**src/rtl/cpc_clk_pkg.sv**
```systemverilog
// Shared constants for the CPC clock-enable generator: phase decode points and PHI phase masks.
package cpc_clk_pkg;

  localparam logic [3:0] PH_CCLK_P      = 4'd15;
  localparam logic [3:0] PH_CCLK_N      = 4'd7;
  localparam logic [3:0] PH_MODE_SAMPLE = 4'd15;

  // Bit n set means the enable fires when phase == n.
  localparam logic [15:0] MASK_PHI_P_NORM = 16'h8888;
  localparam logic [15:0] MASK_PHI_N_NORM = 16'h2222;
  localparam logic [15:0] MASK_PHI_P_FAST = 16'hAAAA;
  localparam logic [15:0] MASK_PHI_N_FAST = 16'h5555;

  function automatic logic phase_hit(input logic [15:0] mask, input logic [3:0] phase);
    return mask[phase];
  endfunction

endpackage

```
**src/rtl/cpc_cen_tick.sv**
```systemverilog
// Base 16 MHz tick generator: integer divider, or fractional phase accumulator when
// CPC_CEN_FRAC_DIV_EN is defined.
module cpc_cen_tick #(
  parameter int unsigned CLK_DIV  = 4,
  parameter int unsigned FRAC_NUM = 1,
  parameter int unsigned FRAC_DEN = 4
) (
  input  logic clk,
  input  logic reset,
  output logic cen_16,
  output logic clk_16
);

  // Reject divider settings that cannot give a clean half-period split.
  if (CLK_DIV < 2 || (CLK_DIV % 2) != 0 || 2 * FRAC_NUM > FRAC_DEN) begin : g_bad_params
    $error("cpc_cen_tick: illegal divider parameters");
  end

  logic cen_q;
  logic clk16_q;
  logic tick;

`ifdef CPC_CEN_FRAC_DIV_EN
  localparam int unsigned AW = $clog2(FRAC_DEN) + 1;
  localparam logic [AW:0]   NUM  = (AW + 1)'(FRAC_NUM);
  localparam logic [AW:0]   DEN  = (AW + 1)'(FRAC_DEN);
  localparam logic [AW-1:0] HALF = AW'(FRAC_DEN / 2);

  logic [AW-1:0] acc_q, acc_d;
  logic [AW:0]   sum;

  always_comb begin
    sum   = {1'b0, acc_q} + NUM;
    tick  = (sum >= DEN);
    acc_d = tick ? AW'(sum - DEN) : sum[AW-1:0];
  end

  always_ff @(posedge clk) begin
    if (reset) begin
      acc_q   <= '0;
      cen_q   <= 1'b0;
      clk16_q <= 1'b0;
    end else begin
      acc_q   <= acc_d;
      cen_q   <= tick;
      clk16_q <= (acc_q < HALF);
    end
  end
`else
  localparam int unsigned CW = $clog2(CLK_DIV);
  localparam logic [CW-1:0] CNT_MAX = CW'(CLK_DIV - 1);
  localparam logic [CW-1:0] HALF    = CW'(CLK_DIV / 2);

  logic [CW-1:0] cnt_q, cnt_d;

  always_comb begin
    tick  = (cnt_q == CNT_MAX);
    cnt_d = tick ? '0 : cnt_q + CW'(1);
  end

  always_ff @(posedge clk) begin
    if (reset) begin
      cnt_q   <= '0;
      cen_q   <= 1'b0;
      clk16_q <= 1'b0;
    end else begin
      cnt_q   <= cnt_d;
      cen_q   <= tick;
      clk16_q <= (cnt_q < HALF);
    end
  end
`endif

  assign cen_16 = cen_q;
  assign clk_16 = clk16_q;

endmodule

```
**src/rtl/cpc_cen_gen.sv**
```systemverilog
// CPC clock-enable generator: 16-phase sequencer with PHI/CCLK edge enables and turbo mode.
// Fractional tick division is selected with CPC_CEN_FRAC_DIV_EN.
module cpc_cen_gen
  import cpc_clk_pkg::*;
#(
  parameter int unsigned CLK_DIV  = 4,
  parameter int unsigned FRAC_NUM = 1,
  parameter int unsigned FRAC_DEN = 4
) (
  input  logic       clk,
  input  logic       reset,
  input  logic       fast,
  input  logic       resync,
  output logic       cen_16,
  output logic       clk_16,
  output logic [3:0] phase,
  output logic       phi_n,
  output logic       phi_en_p,
  output logic       phi_en_n,
  output logic       cclk_en_p,
  output logic       cclk_en_n,
  output logic       fast_act
);

  logic [3:0] phase_q, phase_d;
  logic       fast_act_q, fast_act_d;
  logic       phi_n_q, phi_n_d;

  cpc_cen_tick #(
    .CLK_DIV  (CLK_DIV),
    .FRAC_NUM (FRAC_NUM),
    .FRAC_DEN (FRAC_DEN)
  ) u_tick (
    .clk    (clk),
    .reset  (reset),
    .cen_16 (cen_16),
    .clk_16 (clk_16)
  );

  always_comb begin
    phi_en_p  = cen_16 & phase_hit(fast_act_q ? MASK_PHI_P_FAST : MASK_PHI_P_NORM, phase_q);
    phi_en_n  = cen_16 & phase_hit(fast_act_q ? MASK_PHI_N_FAST : MASK_PHI_N_NORM, phase_q);
    cclk_en_p = cen_16 & (phase_q == PH_CCLK_P);
    cclk_en_n = cen_16 & (phase_q == PH_CCLK_N);

    phase_d    = phase_q;
    fast_act_d = fast_act_q;
    phi_n_d    = phi_n_q;
    if (cen_16) begin
      phase_d = resync ? 4'd0 : phase_q + 4'd1;
      // Mode only changes at the period boundary so no PHI half-period gets truncated.
      if (phase_q == PH_MODE_SAMPLE) fast_act_d = fast;
    end
    if (phi_en_p)      phi_n_d = 1'b0;
    else if (phi_en_n) phi_n_d = 1'b1;
  end

  always_ff @(posedge clk) begin
    if (reset) begin
      phase_q    <= 4'd0;
      fast_act_q <= 1'b0;
      phi_n_q    <= 1'b1;
    end else begin
      phase_q    <= phase_d;
      fast_act_q <= fast_act_d;
      phi_n_q    <= phi_n_d;
    end
  end

  assign phase    = phase_q;
  assign fast_act = fast_act_q;
  assign phi_n    = phi_n_q;

endmodule
```
**config.mk**
```make
export PLATFORM = sky130hd
export DESIGN_NAME = cpc_cen_gen
export DESIGN_NICKNAME = d
export VERILOG_FILES = /design/src/rtl/cpc_clk_pkg.sv /design/src/rtl/cpc_cen_tick.sv /design/src/rtl/cpc_cen_gen.sv
export SDC_FILE = /design/constraint.sdc
export NUM_CORES = 1
export LEC_CHECK = 0
export CAP_MARGIN = 20
export CORE_AREA = 3 3 40 42
export CTS_BUF_LIST = sky130_fd_sc_hd__clkbuf_16
export CTS_CLUSTER_SIZE = 8
export DETAILED_ROUTE_END_ITERATION = 12
export DIE_AREA = 0 0 43 45
export HOLD_SLACK_MARGIN = 0.1
export RECOVER_POWER = 50
export SLEW_MARGIN = 5
export SYNTH_ARGS = -nofsm -noshare
export SYNTH_HDL_FRONTEND = slang
export SYNTH_HIERARCHICAL = 1
export SYNTH_SLANG_ARGS = --single-unit
```
**constraint.sdc**
```tcl
create_clock -name clk -period 2.2 [get_ports clk]
set_input_delay 0.33 -clock clk [delete_from_list [all_inputs] [get_ports clk]]
set_output_delay 0.33 -clock clk [all_outputs]
set_load 0.02 [all_outputs]
```
* After elaboration in Yosys (flattened, before gate mapping)
Cells that the tools add are included.
** Cells by class
- Add/subtract/negate cells :: 2
- $mul :: 0
- Divide/modulo/power cells :: 0
- $lt $le $gt $ge :: 2
- Equal/unequal tests :: 3
- Shift-type cells :: 0
- Muxes and demuxes :: 9
- Bitwise logic cells :: 4
- Reductions and logical operators :: 3
** Operators by type and width (count)
- $mux 15 :: 1
- $mux 14 :: 1
- $bmux 1 s4 :: 2
- $lt 4x5->1 const B :: 1
- $add 4x1->4 const B :: 1
- $and 1x1->1 :: 4
- $eq 4x3->1 const B :: 1
- $eq 4x4->1 const B :: 1
- $mux 1 :: 4
- $mux 4 :: 1
- $add 2x1->2 const B :: 1
- $eq 2x2->1 const B :: 1
- $lt 2x2->1 const B :: 1
- $reduce_and 2->1 :: 1
- $reduce_bool 2->1 :: 1
- $reduce_or 2->1 :: 1
** Storage, ports and cells
- Register bits :: 10
- Latch bits :: 0
- Memory bits (writable) :: 0
- Memory bits (read-only) :: 0
- Bits of input ports :: 4
- Output and inout bits :: 12
- Word-level logic and storage cells :: 29
- Memories :: 0

* Longest topological paths before layout
Gate-level depths: netlist of run 1.
- Depth after elaboration :: 6
- Depth in mapped cells :: 5
- Depth with buffers taken out :: 5

* Modules after synthesis
The synthesis of run 1 kept the hierarchy.
** Modules (own cells, without submodules)
- cpc_cen_gen :: times used 1, cells an instance 39, area an instance 335.3 um^2
- cpc_cen_tick :: times used 1, cells an instance 9, area an instance 120.1 um^2

* Worst setup path after synthesis of run 1
OpenSTA, ideal clock, no wires.
- Kind :: flip-flop to output port
- Start :: register phase_q[0] (netlist: phase[0])
- End :: output port phi_en_p
- Data arrival time :: 1.314 ns
- Data required time :: 1.870 ns
- Setup slack :: 0.556 ns
- Cell stages (with the launch flop) :: 4
- Buffers on the path :: 0
- Cells stage by stage :: dfxtp_1 > ha_1 > nand2b_1 > a21boi_0
** Between the ends
- Longest elaborated chain between the ends :: 3
** Ends and longest elaborated chain
- from (decl) :: RTL line cpc_cen_gen.sv:25 : logic [3:0] phase_q, phase_d;
- from (signal assigned) :: RTL line cpc_cen_gen.sv:64 : phase_q <= phase_d;
- $bmux 1 s4 :: RTL line cpc_clk_pkg.sv:15 : return mask[phase];
- $mux 1 (implied by the code) :: RTL line cpc_clk_pkg.sv:15
- $and 1x1->1 :: RTL line cpc_cen_gen.sv:41 : phi_en_p = cen_16 & phase_hit(fast_act_q ? MASK_PHI_P_FAST : MASK_PHI_P_NORM, phase_q);
- to (decl) :: RTL line cpc_cen_gen.sv:18 : output logic phi_en_p,
No other way between the ends. The select of a mux whose other input is x is not followed.

* Final worst setup path of run 1
- Start :: register phase_q[0] (netlist: phase[0])
- End :: output port phi_en_n
** Between the ends
- Longest elaborated chain between the ends :: 3
** Ends and longest elaborated chain
- $bmux 1 s4 :: RTL line cpc_clk_pkg.sv:15
- $mux 1 (implied by the code) :: RTL line cpc_clk_pkg.sv:15
- $and 1x1->1 :: RTL line cpc_cen_gen.sv:42 : phi_en_n = cen_16 & phase_hit(fast_act_q ? MASK_PHI_N_FAST : MASK_PHI_N_NORM, phase_q);
- to (decl) :: RTL line cpc_cen_gen.sv:19 : output logic phi_en_n,
No other way between the ends. The select of a mux whose other input is x is not followed.

==> summary.md, run 1 <==
| Metric | Value |
|---|---|
| Setup Crit Path Kind | reg -> out |
| Most common library cell in the layout ignoring fill and taps | sky130_fd_sc_hd__clkdlybuf4s50_1 |
| Cell count after placement | 78 |
| First-pass GRT wire length | about 1.6 mm |
| Hold depth | 1 |
| Critical path data arrival time | 1.79 ns |
| Die height | ~45 µm |
| Gpl congestion | 0.652 |
| Number of hold violations in the final report | 0 |
| Vias in the first global route | 359 |
| Place WS | 0.269 ns |
| Startpoint kind of the worst setup timing path | register |
| Number of instances in the synthesized netlist | 48 |
| Placed wire-length estimate | roughly 670 µm |
| Category of the worst setup path capture point | primary output |
| Clock group share of total power | 58.4% |
| Initial DRT Pass Iterations | 2 |
| TritonCTS clock tree | built |
| Number of placement rows | 13 |
| Sequential fraction of design power | 35.8% |
| Design internal power | 0.445 mW |
| GR Overflow Total | 0 |
| Slowest cell on the critical path | sky130_fd_sc_hd__clkdlybuf4s50_1 |
| Outcome | finished, final reports clean |
| Setup WS post-layout | roughly 0.082 ns |
| Maximum vdd drop | 0.458 mV |
| Remaining antenna violation count | 0 |
| Net count, final | 76 |
| Startpoint of the tightest hold check path | u_tick/cnt_q[1] |
| Number of flops mapped to enable cells by yosys | 0 |
| CTS Buf Count | 3 |
| Class of the tightest hold or removal check | reg -> reg |
| Post-detailed-routing wire length | slightly above 900 µm |
| Power Total | 0.547 mW |
| Time the final worst path needs with I/O delays and setup | 2.12 ns |
| Number of cells on the worst reg-to-reg path | 3 |
| Chip Width | 43 µm |
| Max cap viols | 0 |
| Post-Syn Area | 455 µm² |
| Starting DRT DRC Count | 2 |
| CP peak stage delay | approximately 0.6 ns |
| Leading cell types in the layout, fill and taps excluded | sky130_fd_sc_hd__clkdlybuf4s50_1 (11), sky130_fd_sc_hd__dfxtp_1 (9), sky130_fd_sc_hd__nor2_1 (6), sky130_fd_sc_hd__nand2b_1 (4) |
| Root Driver | sky130_fd_sc_hd__clkbuf_16 |
| Final setup skew | 0.000574 ns |
| Clock tree buffer depth | 2 |
| H-Tree Depth | 1 |
| Pwr per Cell Area | about 770 nW/µm² |
| Complex-gate fraction of the synthesized area | about 12% |
| Clock Latency Late Sink | 0.23 ns |
| WHS Endpoint | u_tick/clk_16 |
| Area of the core | around 1300 µm² |
| Fraction of the mapped netlist area in adder cells | 11.0% |
| Fin cells | a little over 80 |
| Flip-flop cell with the highest count after synthesis | sky130_fd_sc_hd__dfxtp_1 |
| Number of buffer and inverter stages on the critical path | 2 |
| Sequential-to-total area share from yosys stat | 44.0% |
| Final worst-path cycle share | between 90% and 100% |
| Count of warnings emitted by yosys | 6 |
| Count of input and output buffers | 15 |
| Crit Reg-Reg Startpoint | u_tick/cen_16 |
| Number of hold-repair buffers added at the cts stage | 0 |
| #FFs+latches synth | 10 |
| Largest net degree at the start of global routing | 11 |
| Number of primary I/O pins | 16 |
| Portion of synthesized cell area occupied by the leading cell type | 44.0% |
| Parity-gate share of the synthesized area counting xor and xnor cells | 0% |
| Fin Setup TNS | 0 ns |
| Combinational family with the most area after synthesis | simple AND/OR/NAND/NOR gates |
| Area Overhead vs Synth | 55.2% |
| Leakage component of the power | roughly 0.3 nW |
| Final setup viols | 0 |
| DRC Markers | 0 |
| Count of different cell masters after synthesis | 24 |
| Max-slew violations | 0 |
| Cell type with the highest aggregate area in the netlist | sky130_fd_sc_hd__dfxtp_1 |
| Die ar. | 1940 µm² |
| RSZ-0062 raised after global routing | false |
| Worst hold slack | approximately 0.42 ns |
| List of cells traversed by the critical path | inv_1 -> ha_1 -> nand2b_1 -> and3_1 -> clkdlybuf4s50_1 |
| Clock net sink count | 10 |
| Clk pin slew, worst setup/hold paths | 0.04 ns |
| Slew at the pin closest to its max-slew limit | 0.378 ns |
| Total routing resource utilization after global routing | between 10% and 20% |
| Required @ worst endpoint | roughly 1.9 ns |
| Reported net switching power | just over 0.1 mW |
| Max Clock Freq | 472 MHz |
| Synth Net Count | 56 |
| Switching Fraction | 18.7% |
| Detail-routed net length per standard cell | 11.4 µm |
| Setup slack of the worst register-to-register path | 0.93 ns |
| Critical-path maximum fanout | 7 |
| Avg Vias per Cell | approximately 4.7 |
| Count of vias placed by the detailed router | 387 |
| Multiplexer share of the synthesized area | 4.40% |
| Simple-Gate Fraction of Synth Area | 26.4% |
| Synthesized area per cell | roughly 9.5 µm² |
| Leading cell types by total area after synthesis | sky130_fd_sc_hd__dfxtp_1 (44%), sky130_fd_sc_hd__ha_1 (11%), sky130_fd_sc_hd__nand2b_1 (5.5%) |
| Relative max-transition margin | between 70 and 80% |
| Dominant delay contributor by cell family on the critical path | buffers and inverters |
| Initial standard-cell utilization of the core | a little over a third |
| Part of the power in combinational logic | 5.8% |
| Share of cells above drive strength 1 | roughly a tenth |
| Asr flop ratio synth | 0% |
| Diodes inserted | 0 |
| Antenna violations before repair | 0 |
| Worst R2R End | phase[3] |
-- synth_stat cells, drive strengths merged (2+ instances only) --
library cell,n
nand2,3
inv,2
dfxtp,10
a21oi,2
nor2,6
nor3b,2
mux2i,2
nand2b,4
ha,4
-- worst reg2reg max path, stage by stage, from the launching register on --
cell                      delay [ns]
sky130_fd_sc_hd__dfxtp_1        0.50
sky130_fd_sc_hd__nand2_2        0.10
sky130_fd_sc_hd__or4_1          0.48
sky130_fd_sc_hd__a21oi_1        0.13
-- kinds of logic (layout without fill, tap and decap cells) --
family,after synthesis,in the layout
compound gates,8,8
fa+ha+maj,4,4
buf+inv,3,22
flops,10,10
mux,2,2
simple gates,21,21
-- area by class of cell --
class / count / area, µm²
clock buffer: 3 / 75.1
clock inverter: 1 / 3.75
fill: 118 / 578
inverter: 2 / 7.51
multi-input combinational: 35 / 240
sequential: 10 / 201
tap: 15 / 18.8
timing repair buffer: 16 / 160
-- state kept, by name (all words and copies together) (netlist names) --
name,count
u_tick/cen_16,1
fast_act,1
phase,4
phi_n,1
u_tick/clk_16,1
u_tick/cnt_q,2
-- through the flow --
step                area (µm²)  utilization [%]
global placement           627             48.8
detailed placement         627             48.8
CTS                        707             55.0
global route               707             55.0
floorplan                  455                -
finish                     707             55.0
-- metal layers --
layer	GRT usage (%)	wire length (µm)	up-vias
li1	-	-	207
met3	5.98	81	2
met4	7.23	9	0
met5	0	0	-
met2	18.0	418	11
met1	12.2	424	167
-- power groups by stage --
stage | Sequential (mW) | Combinational [mW] | Clock, mW
2_1_floorplan | 0.201 | 0.0133 | 0
5_1_grt | 0.197 | 0.0365 | 0.334
6_report | 0.196 | 0.0319 | 0.320
3_3_place_gp | 0.199 | 0.0344 | 0
4_1_cts | 0.196 | 0.0354 | 0.329
3_5_place_dp | 0.199 | 0.0344 | 0
-- worst max path at each step --
stage	start	end	slack, ns	depth (start not counted)
finish	phase[0]	phi_en_n	0.08	5
detailed placement	phase[0]	phi_en_n	0.27	5
CTS	phase[0]	phi_en_n	0.07	5
floorplan	phase[0]	phi_en_p	0.56	3
global placement	phase[0]	phi_en_n	0.29	5
global route	phase[1]	cclk_en_n	0.01	3
-- what timing repair did --
item                       in CTS  in global routing
setup endpoints to repair       1                  2
setup buffers                   0                  0
gates resized for setup         1                  2
cloned                          0                  0
Power figures use the tool's default switching activity.
==> inputs of run 2 (changes only) <==
--- a/config.mk
+++ b/config.mk
@@ -12,6 +12,7 @@
 export DETAILED_ROUTE_END_ITERATION = 12
 export DIE_AREA = 0 0 43 45
 export HOLD_SLACK_MARGIN = 0.1
+export MAX_ROUTING_LAYER = met4
 export RECOVER_POWER = 50
 export SLEW_MARGIN = 5
 export SYNTH_ARGS = -nofsm -noshare
==> run 2 against run 1 <==
Effect of this change:
- power fell by 0.14%
- critical path depth unchanged
- register-to-register slack barely moved
- largest cell class unchanged
- die area is the same
- flip-flop and latch count is the same
- wire length decreased by 0.32%
- critical endpoint unchanged
==> summary.md, run 2 (synthesized netlist as in run 1, its figures left out) <==
| Metric | Value |
|---|---|
| Outcome | finished, final reports clean |
| H-Tree Depth | 1 |
| Max-slew violations | 0 |
| DRC Markers | 0 |
| Die height | 45 µm |
| Switching Fraction | 18.6% |
| Root Driver | sky130_fd_sc_hd__clkbuf_16 |
| Pwr per Cell Area | slightly below 800 nW/µm² |
| Clock group share of total power | between 50% and 60% |
| Startpoint kind of the worst setup timing path | register |
| Count of input and output buffers | 15 |
| Maximum vdd drop | approximately 0.46 mV |
| Number of placement rows | 13 |
| Crit Reg-Reg Startpoint | u_tick/cen_16 |
| Diodes inserted | 0 |
| Setup Crit Path Kind | reg -> out |
| Total routing resource utilization after global routing | roughly an eighth |
| Number of cells on the worst reg-to-reg path | 3 |
| Leakage component of the power | around 0.31 nW |
| Net count, final | 76 |
| Max FFs per register | 4 |
| Antenna violations before repair | 0 |
| First-pass GRT wire length | 1.57 mm |
| Most common library cell in the layout ignoring fill and taps | sky130_fd_sc_hd__clkdlybuf4s50_1 |
| Time the final worst path needs with I/O delays and setup | 2.12 ns |
| Clk pin slew, worst setup/hold paths | 0.04 ns |
| Max Clock Freq | 473 MHz |
| Class of the tightest hold or removal check | reg -> reg |
| Post-detailed-routing wire length | 930 µm |
| Final setup skew | 0.000916 ns |
| Category of the worst setup path capture point | primary output |
| Remaining antenna violation count | 0 |
| Chip Width | 43 µm |
| Leading cell types in the layout, fill and taps excluded | sky130_fd_sc_hd__clkdlybuf4s50_1 (11), sky130_fd_sc_hd__dfxtp_1 (9), sky130_fd_sc_hd__nor2_1 (6), sky130_fd_sc_hd__nand2b_1 (4) |
| GR Overflow Total | 0 |
| Number of hold violations in the final report | 0 |
| Area of the core | 1280 µm² |
| Detail-routed net length per standard cell | between 10 and 15 µm |
| Design internal power | between 0.4 and 0.5 mW |
| Largest net degree at the start of global routing | 11 |
| CTS Buf Count | 3 |
| RSZ-0062 raised after global routing | false |
| List of cells traversed by the critical path | inv_1 -> ha_1 -> nand2b_1 -> and3_1 -> clkdlybuf4s50_1 |
| Fin Setup TNS | 0 ns |
| WHS Endpoint | u_tick/clk_16 |
| Starting DRT DRC Count | 2 |
| Required @ worst endpoint | about 1.9 ns |
| Relative max-transition margin | around 75% |
| Startpoint of the tightest hold check path | u_tick/cnt_q[1] |
| Area Overhead vs Synth | 55.2% |
| Number of primary I/O pins | 16 |
| Setup slack of the worst register-to-register path | 0.93 ns |
| Die ar. | 1940 µm² |
| Avg Vias per Cell | 4.78 |
| Count of vias placed by the detailed router | 392 |
| Final setup viols | 0 |
| Worst R2R End | phase[3] |
| Final worst-path cycle share | 96.1% |
| Initial DRT Pass Iterations | 2 |
| Part of the power in combinational logic | 5.8% |
| Power Total | 0.547 mW |
| Placed wire-length estimate | 674 µm |
| Hold depth | 1 |
| Initial standard-cell utilization of the core | 35.4% |
| Clock tree buffer depth | 2 |
| Clock net sink count | 10 |
| Max cap viols | 0 |
| Critical-path maximum fanout | 7 |
| Gpl congestion | 0.658 |
| Post-CTS setup-driven buffer insertion count | 0 |
| Vias in the first global route | between 300 and 400 |
| TritonCTS clock tree | built |
| Clock Latency Late Sink | 0.23 ns |
| Reported net switching power | 0.102 mW |
| Critical path data arrival time | roughly 1.8 ns |
| Slew at the pin closest to its max-slew limit | between 0.3 and 0.4 ns |
| Share of cells above drive strength 1 | 10.4% |
| CP peak stage delay | 0.59 ns |
| Sequential fraction of design power | 35.8% |
| Slowest cell on the critical path | sky130_fd_sc_hd__clkdlybuf4s50_1 |
## run 2: cell counts in the layout (fill, tap and decap cells not counted)
Identical to the previous run, type by type.
## run 2: worst max-delay path: cells and delay by family (launching register included)
family,cells,cell delay [ns]
flops,1,0.38
fa+ha+maj,1,0.29
buf+inv,2,0.65
simple gates,2,0.24
## run 2: worst max path at each step
stage                  start   endpoint  cells after the start
floorplan           phase[0]   phi_en_p                      3
global route        phase[1]  cclk_en_n                      3
CTS                 phase[0]   phi_en_n                      5
global placement    phase[0]   phi_en_n                      5
detailed placement  phase[0]   phi_en_n                      5
finish              phase[0]   phi_en_n                      5
## run 2: power by group through the flow
stage               logic [mW]  clock network (mW)  registers, mW
floorplan               0.0133                   0          0.201
global placement        0.0344                   0          0.199
detailed placement      0.0344                   0          0.199
CTS                     0.0354               0.329          0.196
global route            0.0366               0.334          0.197
finish                  0.0318               0.319          0.196
## run 2: repair_timing
action,CTS,global route
setup endpoints to repair,1,2
resized for setup,1,2
hold buffers,0,0
## run 2: metal layers
layer	global-route usage, %	part of all wire, %	vias to the layer above
met5	-	0	-
met3	5.98	8.9	4
met2	17.7	45	11
met4	7.23	1.4	0
li1	-	-	207
met1	12.7	44	170
## run 2: stage by stage
step	instances	setup WS, ns	area, µm²	utilization, %	hold slack, ns
3_5_place_dp	78	0.269	627	48.8	0.417
3_3_place_gp	78	0.288	627	48.8	0.413
6_report	82	0.0849	707	55.0	0.416
5_1_grt	82	0.0127	707	55.0	0.455
2_1_floorplan	48	0.556	455	-	0.389
4_1_cts	82	0.0747	707	55.0	0.423
## run 2: area by class of cell
cell class | instances | area [µm²]
tap | 15 | 18.8
inverter | 2 | 7.51
timing repair buffer | 16 | 160
multi-input combinational | 35 | 240
fill | 118 | 578
sequential | 10 | 201
clock buffer | 3 | 75.1
clock inverter | 1 | 3.75
